==> config.mk <==
export PLATFORM = sky130hd
export DESIGN_NAME = serial_checking_sink
export DESIGN_NICKNAME = d
export VERILOG_FILES = /design/src/rtl/serial_checking_sink.sv
export SDC_FILE = /design/constraint.sdc
export NUM_CORES = 1
export LEC_CHECK = 0
export ABC_AREA = 0
export BUFFER_PORTS_ARGS = -buffer_cell sky130_fd_sc_hd__buf_2
export CORE_UTILIZATION = 28
export CTS_BUF_LIST = sky130_fd_sc_hd__clkbuf_8
export CTS_CLUSTER_DIAMETER = 100
export DETAILED_ROUTE_END_ITERATION = 12
export PLACE_DENSITY = 0.52
export SKIP_LAST_GASP = 1
export SLEW_MARGIN = 5
export SYNTH_ARGS = -nofsm -noshare
export SYNTH_HDL_FRONTEND = slang
export SYNTH_SLANG_ARGS = --single-unit
==> constraint.sdc <==
create_clock -name clk -period 6.4 [get_ports clk]
set_clock_uncertainty 0.1 [all_clocks]
set_input_delay 0.64 -clock clk [delete_from_list [all_inputs] [get_ports clk]]
set_output_delay 0.64 -clock clk [all_outputs]
set_load 0.01 [all_outputs]
==> src/rtl/serial_checking_sink.sv <==
// serial_checking_sink: terminating endpoint for one router output channel.
// Deserializes start-bit-framed flits from serial_in, buffers them in a small
// FIFO, consumes one flit every DRAIN_PERIOD cycles, and reports consumed and
// misrouted flit counts. Back-pressure on channel_busy keeps one FIFO slot free
// for a flit already in flight, and an LFSR "mood" can refuse traffic at random.
// Optional feature macro: SINK_DEST_CHECK_EN builds the destination comparator
// and the misroute counter; without it misroute_count is tied to 0.
module serial_checking_sink #(
   parameter int id           = 0,
   parameter int FLIT_W       = 8,
   parameter int DEST_W       = 4,
   parameter int DEPTH        = 4,
   parameter int DRAIN_PERIOD = 4,
   parameter int HOSPITALITY  = 255
) (
   input  logic              clk,
   input  logic              reset,
   input  logic              serial_in,
   output logic              channel_busy,
   output logic              flit_valid,
   output logic [FLIT_W-1:0] flit_out,
   output logic [19:0]       flit_counter,
   output logic [15:0]       misroute_count,
   output logic              overflow
);

   localparam int PTR_W = $clog2(DEPTH);
   localparam int CNT_W = PTR_W + 1;
   localparam int BIT_W = $clog2(FLIT_W);
   localparam int TMR_W = (DRAIN_PERIOD > 1) ? $clog2(DRAIN_PERIOD) : 1;

   localparam logic [6:0]       ID_LOW    = 7'(id);
   localparam logic [7:0]       LFSR_SEED = {ID_LOW, 1'b1};
   localparam logic [7:0]       HOSP_LIM  = 8'(HOSPITALITY);
   localparam logic [BIT_W-1:0] BIT_LAST  = BIT_W'(FLIT_W - 1);
   localparam logic [TMR_W-1:0] TMR_LAST  = TMR_W'(DRAIN_PERIOD - 1);
   localparam logic [CNT_W-1:0] CNT_FULL  = CNT_W'(DEPTH);
   localparam logic [CNT_W-1:0] CNT_HIGH  = CNT_W'(DEPTH - 1);

   // Reject configurations the pointer arithmetic and framing cannot support
   if (DEPTH < 2 || (DEPTH & (DEPTH - 1)) != 0) begin : g_depth_check
      $error("serial_checking_sink: DEPTH must be a power of two, at least 2");
   end
   if (DRAIN_PERIOD < 1) begin : g_drain_check
      $error("serial_checking_sink: DRAIN_PERIOD must be at least 1");
   end
   if (DEST_W < 1 || DEST_W > FLIT_W || FLIT_W < 2) begin : g_width_check
      $error("serial_checking_sink: need FLIT_W >= 2 and 1 <= DEST_W <= FLIT_W");
   end
   if (HOSPITALITY < 0 || HOSPITALITY > 255) begin : g_hosp_check
      $error("serial_checking_sink: HOSPITALITY must be within 0..255");
   end

   typedef enum logic [1:0] {
      IDLE   = 2'd0,
      SHIFT  = 2'd1,
      COMMIT = 2'd2
   } state_t;

   state_t              state_q, state_d;
   logic [BIT_W-1:0]    bit_cnt_q, bit_cnt_d;
   logic [FLIT_W-1:0]   shreg_q, shreg_d;
   logic [FLIT_W-1:0]   fifo_mem_q [DEPTH];
   logic [FLIT_W-1:0]   fifo_mem_d [DEPTH];
   logic [PTR_W-1:0]    wr_ptr_q, wr_ptr_d;
   logic [PTR_W-1:0]    rd_ptr_q, rd_ptr_d;
   logic [CNT_W-1:0]    count_q, count_d;
   logic [TMR_W-1:0]    timer_q, timer_d;
   logic [7:0]          lfsr_q, lfsr_d;
   logic                busy_q, busy_d;
   logic                valid_q, valid_d;
   logic [FLIT_W-1:0]   flit_out_q, flit_out_d;
   logic [19:0]         counter_q, counter_d;
   logic                overflow_q, overflow_d;

   logic [FLIT_W-1:0]   head;
   logic                drain_wrap;
   logic                fifo_empty;
   logic                fifo_full;
   logic                pop;
   logic                push;
   logic                drop;
   logic                mood_refuse;

   // Next-state logic: receive FSM, FIFO bookkeeping, drain timer, LFSR mood
   // and the registered back-pressure and consume outputs.
   always_comb begin
      state_d     = state_q;
      bit_cnt_d   = bit_cnt_q;
      shreg_d     = shreg_q;
      fifo_mem_d  = fifo_mem_q;
      wr_ptr_d    = wr_ptr_q;
      rd_ptr_d    = rd_ptr_q;
      count_d     = count_q;
      flit_out_d  = flit_out_q;
      counter_d   = counter_q;
      overflow_d  = overflow_q;
      valid_d     = 1'b0;

      lfsr_d      = {lfsr_q[6:0], lfsr_q[7] ^ lfsr_q[5] ^ lfsr_q[4] ^ lfsr_q[3]};
      mood_refuse = (lfsr_q > HOSP_LIM);

      drain_wrap  = (timer_q == TMR_LAST);
      timer_d     = drain_wrap ? '0 : timer_q + TMR_W'(1);

      head        = fifo_mem_q[rd_ptr_q];
      fifo_empty  = (count_q == '0);
      fifo_full   = (count_q == CNT_FULL);
      pop         = drain_wrap && !fifo_empty;
      push        = (state_q == COMMIT) && (!fifo_full || pop);
      drop        = (state_q == COMMIT) && !push;

      case (state_q)
         IDLE: begin
            if (serial_in) begin
               state_d   = SHIFT;
               bit_cnt_d = '0;
            end
         end
         SHIFT: begin
            shreg_d   = {shreg_q[FLIT_W-2:0], serial_in};
            bit_cnt_d = bit_cnt_q + BIT_W'(1);
            if (bit_cnt_q == BIT_LAST) begin
               state_d = COMMIT;
            end
         end
         COMMIT: begin
            state_d = IDLE;
         end
         default: begin
            state_d = IDLE;
         end
      endcase

      if (push) begin
         fifo_mem_d[wr_ptr_q] = shreg_q;
         wr_ptr_d             = wr_ptr_q + PTR_W'(1);
      end

      if (pop) begin
         rd_ptr_d   = rd_ptr_q + PTR_W'(1);
         flit_out_d = head;
         valid_d    = 1'b1;
         counter_d  = counter_q + 20'd1;
      end

      if (drop) begin
         overflow_d = 1'b1;
      end

      case ({push, pop})
         2'b10:   count_d = count_q + CNT_W'(1);
         2'b01:   count_d = count_q - CNT_W'(1);
         default: count_d = count_q;
      endcase

      busy_d = (count_d >= CNT_HIGH) | mood_refuse;
   end

   // State register with synchronous active-low reset; FIFO storage is not
   // cleared since the pointers and count already mark it empty.
   always_ff @(posedge clk) begin
      if (!reset) begin
         state_q    <= IDLE;
         bit_cnt_q  <= '0;
         shreg_q    <= '0;
         wr_ptr_q   <= '0;
         rd_ptr_q   <= '0;
         count_q    <= '0;
         timer_q    <= '0;
         lfsr_q     <= LFSR_SEED;
         busy_q     <= 1'b0;
         valid_q    <= 1'b0;
         flit_out_q <= '0;
         counter_q  <= '0;
         overflow_q <= 1'b0;
      end else begin
         state_q    <= state_d;
         bit_cnt_q  <= bit_cnt_d;
         shreg_q    <= shreg_d;
         fifo_mem_q <= fifo_mem_d;
         wr_ptr_q   <= wr_ptr_d;
         rd_ptr_q   <= rd_ptr_d;
         count_q    <= count_d;
         timer_q    <= timer_d;
         lfsr_q     <= lfsr_d;
         busy_q     <= busy_d;
         valid_q    <= valid_d;
         flit_out_q <= flit_out_d;
         counter_q  <= counter_d;
         overflow_q <= overflow_d;
      end
   end

`ifdef SINK_DEST_CHECK_EN
   localparam logic [DEST_W-1:0] ID_DEST = DEST_W'(id);

   logic [15:0] misroute_q, misroute_d;

   // Count consumed flits addressed to another node, holding at the top value
   always_comb begin
      misroute_d = misroute_q;
      if (pop && (head[DEST_W-1:0] != ID_DEST) && (misroute_q != 16'hFFFF)) begin
         misroute_d = misroute_q + 16'd1;
      end
   end

   // Misroute counter register, cleared with the rest of the sink
   always_ff @(posedge clk) begin
      if (!reset) begin
         misroute_q <= '0;
      end else begin
         misroute_q <= misroute_d;
      end
   end

   assign misroute_count = misroute_q;
`else
   assign misroute_count = 16'd0;
`endif

   assign channel_busy = busy_q;
   assign flit_valid   = valid_q;
   assign flit_out     = flit_out_q;
   assign flit_counter = counter_q;
   assign overflow     = overflow_q;

endmodule

* After elaboration in Yosys (flattened, before gate mapping)
Index checks and enable logic that the tools add are counted.
Word-level totals: register bits 93, word-level logic and storage cells 73, input port bits 3
Cells by class: eq/ne operators 9, $add $sub $neg 7, muxes and demuxes 13, magnitude comparators 5, reductions and logical operators 15, bitwise logic cells 7
Operators with widths (number):
- bitwise mux 32 bit | 1
- two-way mux 8 bit | 3
- adder 20 x 1 -> 20 bit, second input constant | 1
- binary-select mux 8 bit (select 2 bit) | 1
- demux 8 bit (select 2 bit) | 1
- case mux 3 bit (2 select lines) | 2
- > comparator 8 bit, second input constant | 1
- adder 2 x 1 -> 2 bit, second input constant | 3
- adder 3 x 1 -> 3 bit, second input constant | 2
- equality test 2 bit, second input constant | 3
- equality test 3 bit, second input constant | 2
- >= comparator 3 bit, second input constant | 2
- inverter 2 -> 3 bit | 2
- AND reduction 2 bit | 3
- equality test 2 x 1 -> 1 bit, second input constant | 2
- logical AND 1 bit | 4
- two-way mux 2 bit | 2
- != test 2 bit, second input constant | 2
- case mux 2 bit (2 select lines) | 1
- >= comparator 3 x 2 -> 1 bit, second input constant | 1
- zero test 1 bit | 3
- zero test 3 bit | 1
- < comparator 3 x 1 -> 1 bit, second input constant | 1
- two-way mux 3 bit | 1
- other kinds (9) | 11

* Depth between registers and ports, before layout
Gate-level depths: netlist (run 1).
word-level depth 9, gate-level depth with buffers 10, mapped depth without buffers 10

* Worst setup path before layout (run 1)
No wires, ideal clock.
path type register -> register, start register count_q[1], end register count_q[2], arrival time 2.535 ns, clock period less this slack 2.750 ns, path buffers 1, path slack 3.650 ns, stages on the path, launching flop included 11, required time 6.185 ns, cells stage by stage dfxtp_1 -> nor3_1 -> or2b_1 -> clkinv_1 -> clkbuf_1 -> ha_1 -> fa_1 -> xnor2_1 -> nor2_1 -> xor2_1 -> and2_1
Between the ends: word-level cells in the longest chain between the ends 7
Ends and longest elaborated chain:
- from (decl) | line 67 | logic [CNT_W-1:0] count_q, count_d;
- from (signal assigned) | line 184 | count_q <= count_d;
- zero test 3 bit (*) | line 107 | fifo_empty = (count_q == '0);
- zero test 1 bit (*) | line 109 | pop = drain_wrap && !fifo_empty;
- logical AND 1 bit (*) | line 109
- via pop | line 80 | logic pop;
- logical OR 1 bit | line 110 | push = (state_q == COMMIT) && (!fifo_full || pop);
- logical AND 1 bit | line 110
- equality test 2 x 1 -> 1 bit / equality test 2 bit (equally long branches) | line 151 | case ({push, pop})
- case mux 3 bit (2 select lines) (*) | line 151
Mark *: on every way through the listed nets, which the timed path passes. The rest lies on a longest branch. A chain may end at the register's enable or synchronous reset.

* Final worst setup path (run 1)
start register count_q[2], end register busy_q (netlist: channel_busy)
Between the ends: word-level cells in the longest chain between the ends 9
Ends and longest elaborated chain:
- zero test 3 bit | line 107
- zero test 1 bit | line 109
- logical AND 1 bit | line 109
- logical OR 1 bit | line 110
- logical AND 1 bit | line 110
- equality test 2 x 1 -> 1 bit / equality test 2 bit (equally long branches) | line 151
- case mux 3 bit (2 select lines) (*) | line 151
- >= comparator 3 x 2 -> 1 bit (*) | line 157 | busy_d = (count_d >= CNT_HIGH) | mood_refuse;
- bitwise OR 1 bit (*) | line 157
- to (signal assigned) | line 187 | busy_q <= busy_d;
- to (decl) | line 70 | logic busy_q, busy_d;
Mark *: on every way between the ends. The rest lies on a longest branch, timed or not.

==> metrics.yaml, run 1 <==
drv_cap: 0
cts_max_level: 3
clock_sinks: 85
start_kind: "flop"
tightest_slew_ns: 0.7787
grt_setup_unrepaired: "no"
ys_seq_area_share_pct: 57.55
via_per_inst: 4.402
dpl.hpwl_um: 4805
cp_top_family: "simple AND/OR/NAND/NOR gates"
ir_drop_uv: 114.3
cts_root_buf: "clkbuf_8"
cp_slowest_cell: "nor3_1"
crit_path_max_incr_delay_ns: 0.66
syn_to_final_growth_pct: 12.82
fp-row-count: 40
period_share_pct: 54.82
setup_viol_count_final: 0
cts_max_path_buffers: 2
grt_use_total_pct: 11.48
start_util_pct: 29.01
die_w_um: 114.0
period_needed_ns: 3.508
synth_cell_type_count: 44
total_power_mw: 0.9641
wl_per_cell_um: 13.25
synth_edf_count: 32
crit_chain: "nor3_1, or2b_1, clkinv_1, ha_1, fa_1, xnor2_1, nor2_1, xor2_1, o2bb2ai_1"
outcome: "completed"
die_h_um: 114.0
crit_type: "reg -> reg"
vias: 2267
cts_resized: 0
routed_wl_um: 6826
grt_first_pass_wirelength_um: 11320
power_leakage_nw: 1.452
slew_headroom_pct: 47.69
drtAntennaViolNets: 0
p_per_area_mw_per_mm2: 243.2
grt_max_degree: 35
yosysWarnings: 0
first_pass_iters: 4
clock.fmax_mhz: 285.0
tns_ns: 0
clk_pin_slew_worst_paths_ns: 0.08
grt_pass1_vias: 2220
n_antenna_cell: 0
gp_congestion: 0.7457
synth_cells: 314
worstPathMaxFanout: 15
overflow: 0
postCtsSetupBuffers: 0
clkLatencyLatePin_ns: 0.35
hold_class: "reg -> reg"
die-area_mm2: 0.01300
drc_errors: 0
synth_top_flop_cell: "dfxtp_1"
synth-seq-cells: 85
avgSynthCellArea_um2: 11.19
hold_viol: 0
antenna_found_initial: 0
num_io_pins: 50
crit_buf_inv: 1
n_fill_cell: 1247
cts_tree: "built"
cp_data_required_time_ns: 6.58
port_buffers: 33
drv_slew: 0
arrival_ns: 3.69
cts-hold-fix-buffers: 0
nNetsFinal: 355
core_area_mm2: 0.01211
endpoint_kind: "flop"
drive_above_1_share_pct: 17.00
cts-buffers-inserted: 9
drt_iter0_drc: 113
syn_area_mm2: 0.003513
synthArstFlopShare_pct: 0
==> worst paths after layout <==
| kind | start | endpoint | slack [ns] | depth (start not counted) |
|---|---|---|---|---|
| min | timer_q[0]$_SDFF_PP0_ | timer_q[0]$_SDFF_PP0_ | 0.33 | 1 |
| max reg2reg | count_q[2]$_SDFF_PN0_ | channel_busy$_SDFF_PN0_ | 2.89 | 9 |
| min reg2reg | timer_q[0]$_SDFF_PP0_ | timer_q[0]$_SDFF_PP0_ | 0.33 | 1 |
| max | count_q[2]$_SDFF_PN0_ | channel_busy$_SDFF_PN0_ | 2.89 | 9 |
==> report_power, final <==
| group | switching (mW) | internal (mW) |
|---|---|---|
| sequential | 0.00268 | 0.560 |
| clock | 0.191 | 0.190 |
| combinational | 0.0159 | 0.00433 |
| total | 0.209 | 0.755 |
==> worst reg2reg max path, cell delays in order (launching register included) <==
cell and delay (ns):
dfxtp_1 0.34, nor3_1 0.66, or2b_1 0.44, clkinv_1 0.48, ha_1 0.41, fa_1 0.39, xnor2_1 0.13, nor2_1 0.12
xor2_1 0.22, o2bb2ai_1 0.15
==> stage by stage <==
step / instances / hold WS, ns / utilization (%) / cell area [µm²] / worst slack [ns]
after floorplan: 329 / 0.2977 / - / 3570 / 3.650
after global placement: 499 / 0.3058 / 31.07 / 3764 / 3.025
after detailed placement: 499 / 0.3142 / 31.07 / 3764 / 2.850
after CTS: 515 / 0.3262 / 32.73 / 3964 / 2.836
after global routing: 515 / 0.3610 / 32.73 / 3964 / 2.514
final: 515 / 0.3333 / 32.73 / 3964 / 2.892
==> synth_stat cells (2+ instances only) <==
| cell | number | area (µm²) |
|---|---|---|
| dfxtp_1 | 53 | 1061 |
| nand2_1 | 42 | 157.7 |
| edfxtp_1 | 32 | 960.9 |
| a21oi_1 | 27 | 135.1 |
| nor2_1 | 22 | 82.58 |
| buf_4 | 16 | 120.1 |
| clkbuf_1 | 12 | 45.04 |
| xnor2_1 | 10 | 87.58 |
| ha_1 | 9 | 112.6 |
| and3_1 | 8 | 50.05 |
| mux4_2 | 8 | 180.2 |
| inv_1 | 6 | 22.52 |
| nand4_1 | 6 | 37.54 |
| o21ai_0 | 6 | 30.03 |
| nand3_1 | 5 | 25.02 |
| or3_1 | 5 | 31.28 |
| xor2_1 | 5 | 43.79 |
| nor4b_1 | 4 | 35.03 |
| or4_1 | 4 | 30.03 |
| nor3_1 | 3 | 15.01 |
| o31ai_1 | 3 | 22.52 |
| a22oi_1 | 2 | 15.01 |
| buf_1 | 2 | 7.510 |
| mux2i_1 | 2 | 20.02 |
| nand4b_1 | 2 | 17.52 |
| nor4_1 | 2 | 12.51 |
==> flip-flops by register name, summed over array words and instances (netlist names) <==
signal / count
channel_busy: 1
wr_ptr_q: 2
flit_valid: 1
state_q: 2
rd_ptr_q: 2
count_q: 3
flit_out: 8
overflow: 1
fifo_mem_q: 32
shreg_q: 8
bit_cnt_q: 3
flit_counter: 20
timer_q: 2
==> layout by cell type, fill, tap and decap left out, types with 2 or more instances in the layout <==
| cell type | synthesis | routed |
|---|---|---|
| nand3_1 | 5 | 5 |
| ha_1 | 9 | 9 |
| and3_1 | 8 | 8 |
| xor2_1 | 5 | 5 |
| nor3_1 | 3 | 3 |
| a21oi_1 | 27 | 27 |
| a22oi_1 | 2 | 2 |
| nand2_1 | 42 | 42 |
| xnor2_1 | 10 | 10 |
| nor4b_1 | 4 | 4 |
| o31ai_1 | 3 | 3 |
| or4_1 | 4 | 4 |
| nand4_1 | 6 | 6 |
| edfxtp_1 | 32 | 32 |
| clkbuf_8 | 0 | 10 |
| or3_1 | 5 | 5 |
| nor2_1 | 22 | 22 |
| inv_1 | 6 | 8 |
| o21ai_0 | 6 | 6 |
| conb_1 | 1 | 16 |
| dfxtp_1 | 53 | 53 |
| nand4b_1 | 2 | 2 |
| nor4_1 | 2 | 2 |
| mux2i_1 | 2 | 2 |
| buf_2 | 1 | 33 |
| mux4_2 | 8 | 8 |
==> area by class of cell <==
| type | count | area [µm²] | share of cell area (%) |
|---|---|---|---|
| clock buffer | 10 | 137.6 | 3.472 |
| clock inverter | 6 | 62.56 | 1.578 |
| inverter | 7 | 26.28 | 0.6629 |
| multi-input combinational | 205 | 1333 | 33.62 |
| sequential | 85 | 2022 | 51.01 |
| tap | 168 | 210.2 | 5.303 |
| timing repair buffer | 34 | 172.7 | 4.356 |
==> metal layers <==
layer,vias to the layer above,part of all wire (%),GRT usage [%]
met4,0,1.8,6.320
met1,1064,48,15.07
met3,11,4.0,2.763
met5,-,0,0
met2,49,46,17.41
li1,1143,-,-
==> logic make-up after synthesis <==
kind of cell    Yosys count  synth area share, %
compound gates           43                6.838
xor+xnor                 15                3.739
fa+ha+maj                10                3.775
buf+inv                  39                6.125
flops                    85                57.55
mux                      10                5.698
other cells               1               0.1067
simple gates            111                16.17
(Power assumes the default switching activity.)
==> run 2: changes to the inputs <==
Clock period 6.4 ns to 3.5 ns, I/O delays scaled along.
==> run 2 against run 1 <==
Die area is the same. Critical endpoint is now count_q[2]$_SDFF_PN0_. Final cell count grew 0.39%. Critical path type unchanged. Clock power grew 83%. Register-to-register slack lost 2.1 ns.
==> metrics.yaml, run 2 (synthesis gave the netlist of run 1 again) <==
rr_endpoint: "count_q[2]$_SDFF_PN0_"
setup_viol_count_final: 0
whs_endpoint: "shreg_q[0]$_SDFFE_PN0P_"
ff2ff_setup_slack_ns: 0.79
crit_type: "reg -> reg"
cts-hold-fix-buffers: 0
die_h_um: 114.0
port_buffers: 33
grt_max_degree: 27
clock.fmax_mhz: 369.6
first_pass_iters: 4
drc_errors: 0
endpoint_kind: "flop"
cts-buffers-inserted: 9
start_kind: "flop"
cp_slowest_cell: "nor3_1"
crit_chain: "nor3_1, or2b_1, clkinv_1, ha_1, fa_1, xnor2_1, nor2_1, xor2_1, and2_1"
drv_cap: 0
cts_resized: 0
grt_setup_unrepaired: "no"
drtAntennaViolNets: 0
nNetsFinal: 357
clock_power_share_pct: 39.5
syn_to_final_growth_pct: 13.21
clk_pin_slew_worst_paths_ns: 0.09
hold_viol: 0
postCtsSetupBuffers: 0
drive_above_1_share_pct: 17.77
regMostFlops: "fifo_mem_q"
hp-start: "serial_in"
layout_common_cells: "dfxtp_1 (53), nand2_1 (42), buf_2 (33)"
drt_iter0_drc: 176
cts_max_path_buffers: 2
wl_per_cell_um: 12.90
cts_root_buf: "clkbuf_8"
die_w_um: 114.0
outcome: "completed"
crit_path_max_incr_delay_ns: 0.69
largest_reg_flops: 32
n_antenna_cell: 0
core_area_mm2: 0.01211
routed_wl_um: 6671
overflow: 0
vias: 2299
switchingPower_mw: 0.3975
num_io_pins: 50
gp_congestion: 0.6871
clkLatencyLatePin_ns: 0.36
tns_ns: 0
worstPathMaxFanout: 9
grt_first_pass_wirelength_um: 10550
share_comb_of_total_power_pct: 2.1
via_per_inst: 4.447
hold_depth: 3
arrival_ns: 2.90
p_sw_share_pct: 22.55
start_util_pct: 29.01
fp-row-count: 40
die-area_mm2: 0.01300
hold_class: "in -> reg"
antenna_found_initial: 0
clock_sinks: 85
ff2ff_path_depth: 9
ir_drop_uv: 145.4
period_needed_ns: 2.706
final_util_pct: 32.84
layout_commonest_cell: "dfxtp_1"
period_share_pct: 77.31
grt_pass1_vias: 2077
cts_max_level: 3
cp_data_required_time_ns: 3.70
cts_tree: "built"
p_seq_share_pct: 58.4
dpl.hpwl_um: 4481
slew_headroom_pct: 44.31
r2r-start: "count_q[1]$_SDFF_PN0_"
power_leakage_nw: 1.453
drv_slew: 0
internal-power_mw: 1.365
grt_use_total_pct: 10.86
p_per_area_mw_per_mm2: 443.2
tightest_slew_ns: 0.8290
==> run 2: how the worst max path moves through the flow <==
stage | cells after the start | endpoint | from
after CTS | 9 | count_q[2]$_SDFF_PN0_ | count_q[1]$_SDFF_PN0_
final | 9 | count_q[2]$_SDFF_PN0_ | count_q[1]$_SDFF_PN0_
after detailed placement | 9 | channel_busy$_SDFF_PN0_ | count_q[1]$_SDFF_PN0_
after global placement | 9 | count_q[2]$_SDFF_PN0_ | count_q[1]$_SDFF_PN0_
after floorplan | 10 | count_q[2]$_SDFF_PN0_ | count_q[1]$_SDFF_PN0_
after global routing | 9 | channel_busy$_SDFF_PN0_ | count_q[1]$_SDFF_PN0_
==> run 2: area by class of cell <==
class	count	area (µm²)
clock inverter	7	75.07
clock buffer	9	123.9
tap	168	210.2
inverter	7	26.28
timing repair buffer	36	187.7
multi-input combinational	205	1333
fill	1250	8134
sequential	85	2022
==> run 2: worst max-delay path: cells and delay by family, from the launching register on <==
kind	cells	cell delay (ns)
and+or+nand+nor	4	1.16
adders and majority gates	2	0.63
DFF	1	0.36
xor gates and xnor gates	2	0.32
buffers and inverters	1	0.09
==> run 2: routing by layer <==
metal  vias up  track usage, %  part of all wire, %
met3         8           3.241                  5.4
met5         -               0                    0
met2        54           16.16                   45
li1       1143               -                    -
met1      1094           14.60                   48
met4         0           4.675                  1.3
==> run 2: per-stage QoR <==
stage | cell area, µm² | std cells | total power [mW] | setup WS (ns) | hold WS, ns
after floorplan | 3570 | 329 | 1.094 | 0.7499 | 0.2977
after global placement | 3779 | 501 | 1.089 | 0.9044 | 0.3048
after detailed placement | 3779 | 501 | 1.090 | 0.7999 | 0.3194
after CTS | 3978 | 517 | 1.787 | 0.7618 | 0.1325
after global routing | 3978 | 517 | 1.836 | 0.5167 | 0.1341
final | 3978 | 517 | 1.763 | 0.7942 | 0.1567
==> run 2: power groups by stage <==
stage                     Combinational [mW]  Sequential, mW  Clock (mW)
after floorplan                       0.0431            1.05           0
after global placement                0.0371            1.05           0
after detailed placement              0.0377            1.05           0
after CTS                             0.0377            1.03       0.721
after global routing                  0.0431            1.03       0.763
final                                 0.0373            1.03       0.697
==> run 3: changes to the inputs <==
Settings changed: ABC_AREA 0 to 1, PLACE_DENSITY 0.52 to 0.53.
Clock period 3.5 ns to 2.15 ns, I/O delays scaled along.
==> run 3 against run 2 <==
Clock power increased by 51%. Wire length increased by 14%. Critical path type unchanged. Clock-buffer cell count unchanged.
==> metrics.yaml, run 3 <==
outcome: "completed"
syn_area_mm2: 0.003750
cp_top_family: "adder cells"
yosysWarnings: 0
synth_most_common_cell: "nor2_1"
synthTopCellsByArea: "dfxtp_1 (28%), edfxtp_1 (26%), nor2_1 (10%), nand2_1 (5.5%), o21ai_0 (5.1%)"
clock.fmax_mhz: 505.5
vias: 2852
nNetsFinal: 489
ff2ff_setup_slack_ns: 0.17
antenna_found_initial: 0
regMostFlops: "fifo_mem_q"
die_w_um: 117.7
dpl-instance-area_mm2: 0.004089
setup_viol_count_final: 0
layout_common_cells: "nor2_1 (102), nand2_1 (55), dfxtp_1 (52)"
synth_cell_type_count: 37
crit_start: "timer_q[0]$_SDFF_PP0_"
grt_max_degree: 22
r2r-start: "timer_q[0]$_SDFF_PP0_"
routed_wl_um: 7622
drv_slew: 0
cts_max_level: 3
worstPathMaxFanout: 3
drv_cap: 0
hold_class: "in -> reg"
grt_setup_unrepaired: "no"
hold_viol: 0
drc_errors: 0
cp-endpoint: "channel_busy$_SDFF_PN0_"
num_io_pins: 50
crit_path_max_incr_delay_ns: 0.39
cts_tree: "built"
tns_ns: 0
clock_sinks: 85
slew_headroom_pct: 66.14
cp_common_cell: "nand2_1"
cp_data_required_time_ns: 2.28
pre_cts_slack_ns: 0.09098
layout_commonest_cell: "nor2_1"
arrival_ns: 2.11
n_antenna_cell: 0
drive_above_1_share_pct: 16.63
synthTopCellsByCount: "nor2_1 (102), nand2_1 (55), dfxtp_1 (53)"
drtAntennaViolNets: 0
n_fill_cell: 1343
clk_pin_slew_worst_paths_ns: 0.09
crit_chain: "ha_2, inv_2, nand3_2, nand2_1, ha_2, fa_1, nor2_1, nor2_1, nand2_1, nand2_1, nand3_1, o31ai_1"
start_util_pct: 29.24
synth-seq-cells: 85
core_area_mm2: 0.01282
die_h_um: 117.7
drt_iter0_drc: 150
finish.instance_area_mm2: 0.004289
final_util_pct: 33.44
crit_type: "reg -> reg"
grt_use_total_pct: 11.40
period_needed_ns: 1.978
largest_reg_flops: 32
synth_top_area_share_pct: 28.29
period_share_pct: 92.01
wl_per_cell_um: 11.67
first_pass_iters: 4
ys_seq_area_share_pct: 53.92
grt_pass1_vias: 2548
power_leakage_nw: 1.742
gp_congestion: 0.7917
postCtsSetupBuffers: 0
synth_edf_count: 32
yosys.area.top_type: "dfxtp_1"
rr_endpoint: "channel_busy$_SDFF_PN0_"
syn_to_final_growth_pct: 14.38
cts_root_buf: "clkbuf_8"
overflow: 0
cp_slowest_cell: "fa_1"
endpoint_kind: "flop"
cp_num_cells: 12
port_buffers: 33
crit_buf_inv: 1
synth_cells: 433
start_kind: "flop"
die-area_mm2: 0.01386
clkLatencyLatePin_ns: 0.37
p_per_area_mw_per_mm2: 664.6
ir_drop_uv: 257.2
avgSynthCellArea_um2: 8.660
dpl.hpwl_um: 5266
ff2ff_path_depth: 12
grt_first_pass_wirelength_um: 12370
cts_max_path_buffers: 2
cts-buffers-inserted: 9
tightest_slew_ns: 0.5073
fin_ws_ns: 0.1718
fp-row-count: 41
synthArstFlopShare_pct: 0
via_per_inst: 4.368
synth_top_flop_cell: "dfxtp_1"
## run 3: how the worst min path moves through the flow
stage / slack (ns) / depth (start not counted) / start / endpoint
after global placement: 0.31 / 1 / timer_q[0]$_SDFF_PP0_ / timer_q[0]$_SDFF_PP0_
after detailed placement: 0.33 / 1 / timer_q[0]$_SDFF_PP0_ / timer_q[0]$_SDFF_PP0_
after floorplan: 0.25 / 2 / serial_in / shreg_q[0]$_SDFFE_PN0P_
after global routing: 0.1 / 3 / reset / state_q[1]$_SDFFE_PN0P_
after CTS: 0.09 / 3 / reset / state_q[1]$_SDFFE_PN0P_
final: 0.1 / 3 / reset / state_q[1]$_SDFFE_PN0P_
## run 3: routing by layer
| metal | track usage [%] | part of all wire (%) | vias up | wire length [µm] |
|---|---|---|---|---|
| li1 | - | - | 1463 | - |
| met1 | 13.59 | 47 | 1308 | 3570 |
| met2 | 18.79 | 47 | 68 | 3566 |
| met3 | 3.537 | 4.6 | 13 | 352 |
| met4 | 5.048 | 1.7 | 0 | 133 |
| met5 | 0 | 0 | - | 0 |
## run 3: logic make-up after synthesis
family                     count (synthesis)  share of synthesized area (%)
and+or+nand+nor                          195                          22.39
muxes                                      1                         0.2669
adders and majority gates                 10                          3.537
buffers and inverters                     71                          9.209
other                                      1                         0.1000
xor gates and xnor gates                   4                         0.9344
DFF                                       85                          53.92
AOI/OAI and AO/OA                         66                          9.643
## run 3: report_power, final
group / internal, mW / switching (mW)
Clock: 0.434 / 0.620
Sequential: 1.69 / 0.0210
Combinational: 0.0262 / 0.0597
## run 3: worst reg2reg max path, delay by kind of cell, from the launching register on
kind                     cells  cell delay (ns)
AO/OA/AOI/OAI                1             0.08
flip-flops                   1             0.34
buffers and inverters        1             0.06
AND/OR/NAND/NOR              7             0.52
adder cells (fa/ha/maj)      3             0.77
## run 3: area by class of cell
cell class / count / area, µm² / share of cell area [%]
well taps: 172 / 215.2 / 5.017
clock buffers: 9 / 123.9 / 2.888
clock inverters: 7 / 55.05 / 1.284
repair buffers: 46 / 265.3 / 6.184
multi-input cells: 292 / 1449 / 33.78
flip-flops and latches: 85 / 2023 / 47.17
inverters: 42 / 157.7 / 3.676
## run 3: per-stage QoR
| step | power, mW | cells | hold slack [ns] |
|---|---|---|---|
| after floorplan | 1.824 | 448 | 0.2499 |
| after global placement | 1.831 | 636 | 0.3116 |
| after detailed placement | 1.833 | 636 | 0.3265 |
| after CTS | 2.884 | 653 | 0.08613 |
| after global routing | 2.969 | 653 | 0.09667 |
| final | 2.850 | 653 | 0.09559 |
## run 3: timing repair
action,in CTS,in global routing
hold buffers,1,0
endpoints found under the setup margin,0,2
resized for setup,0,4
endpoints found under the hold margin,1,0
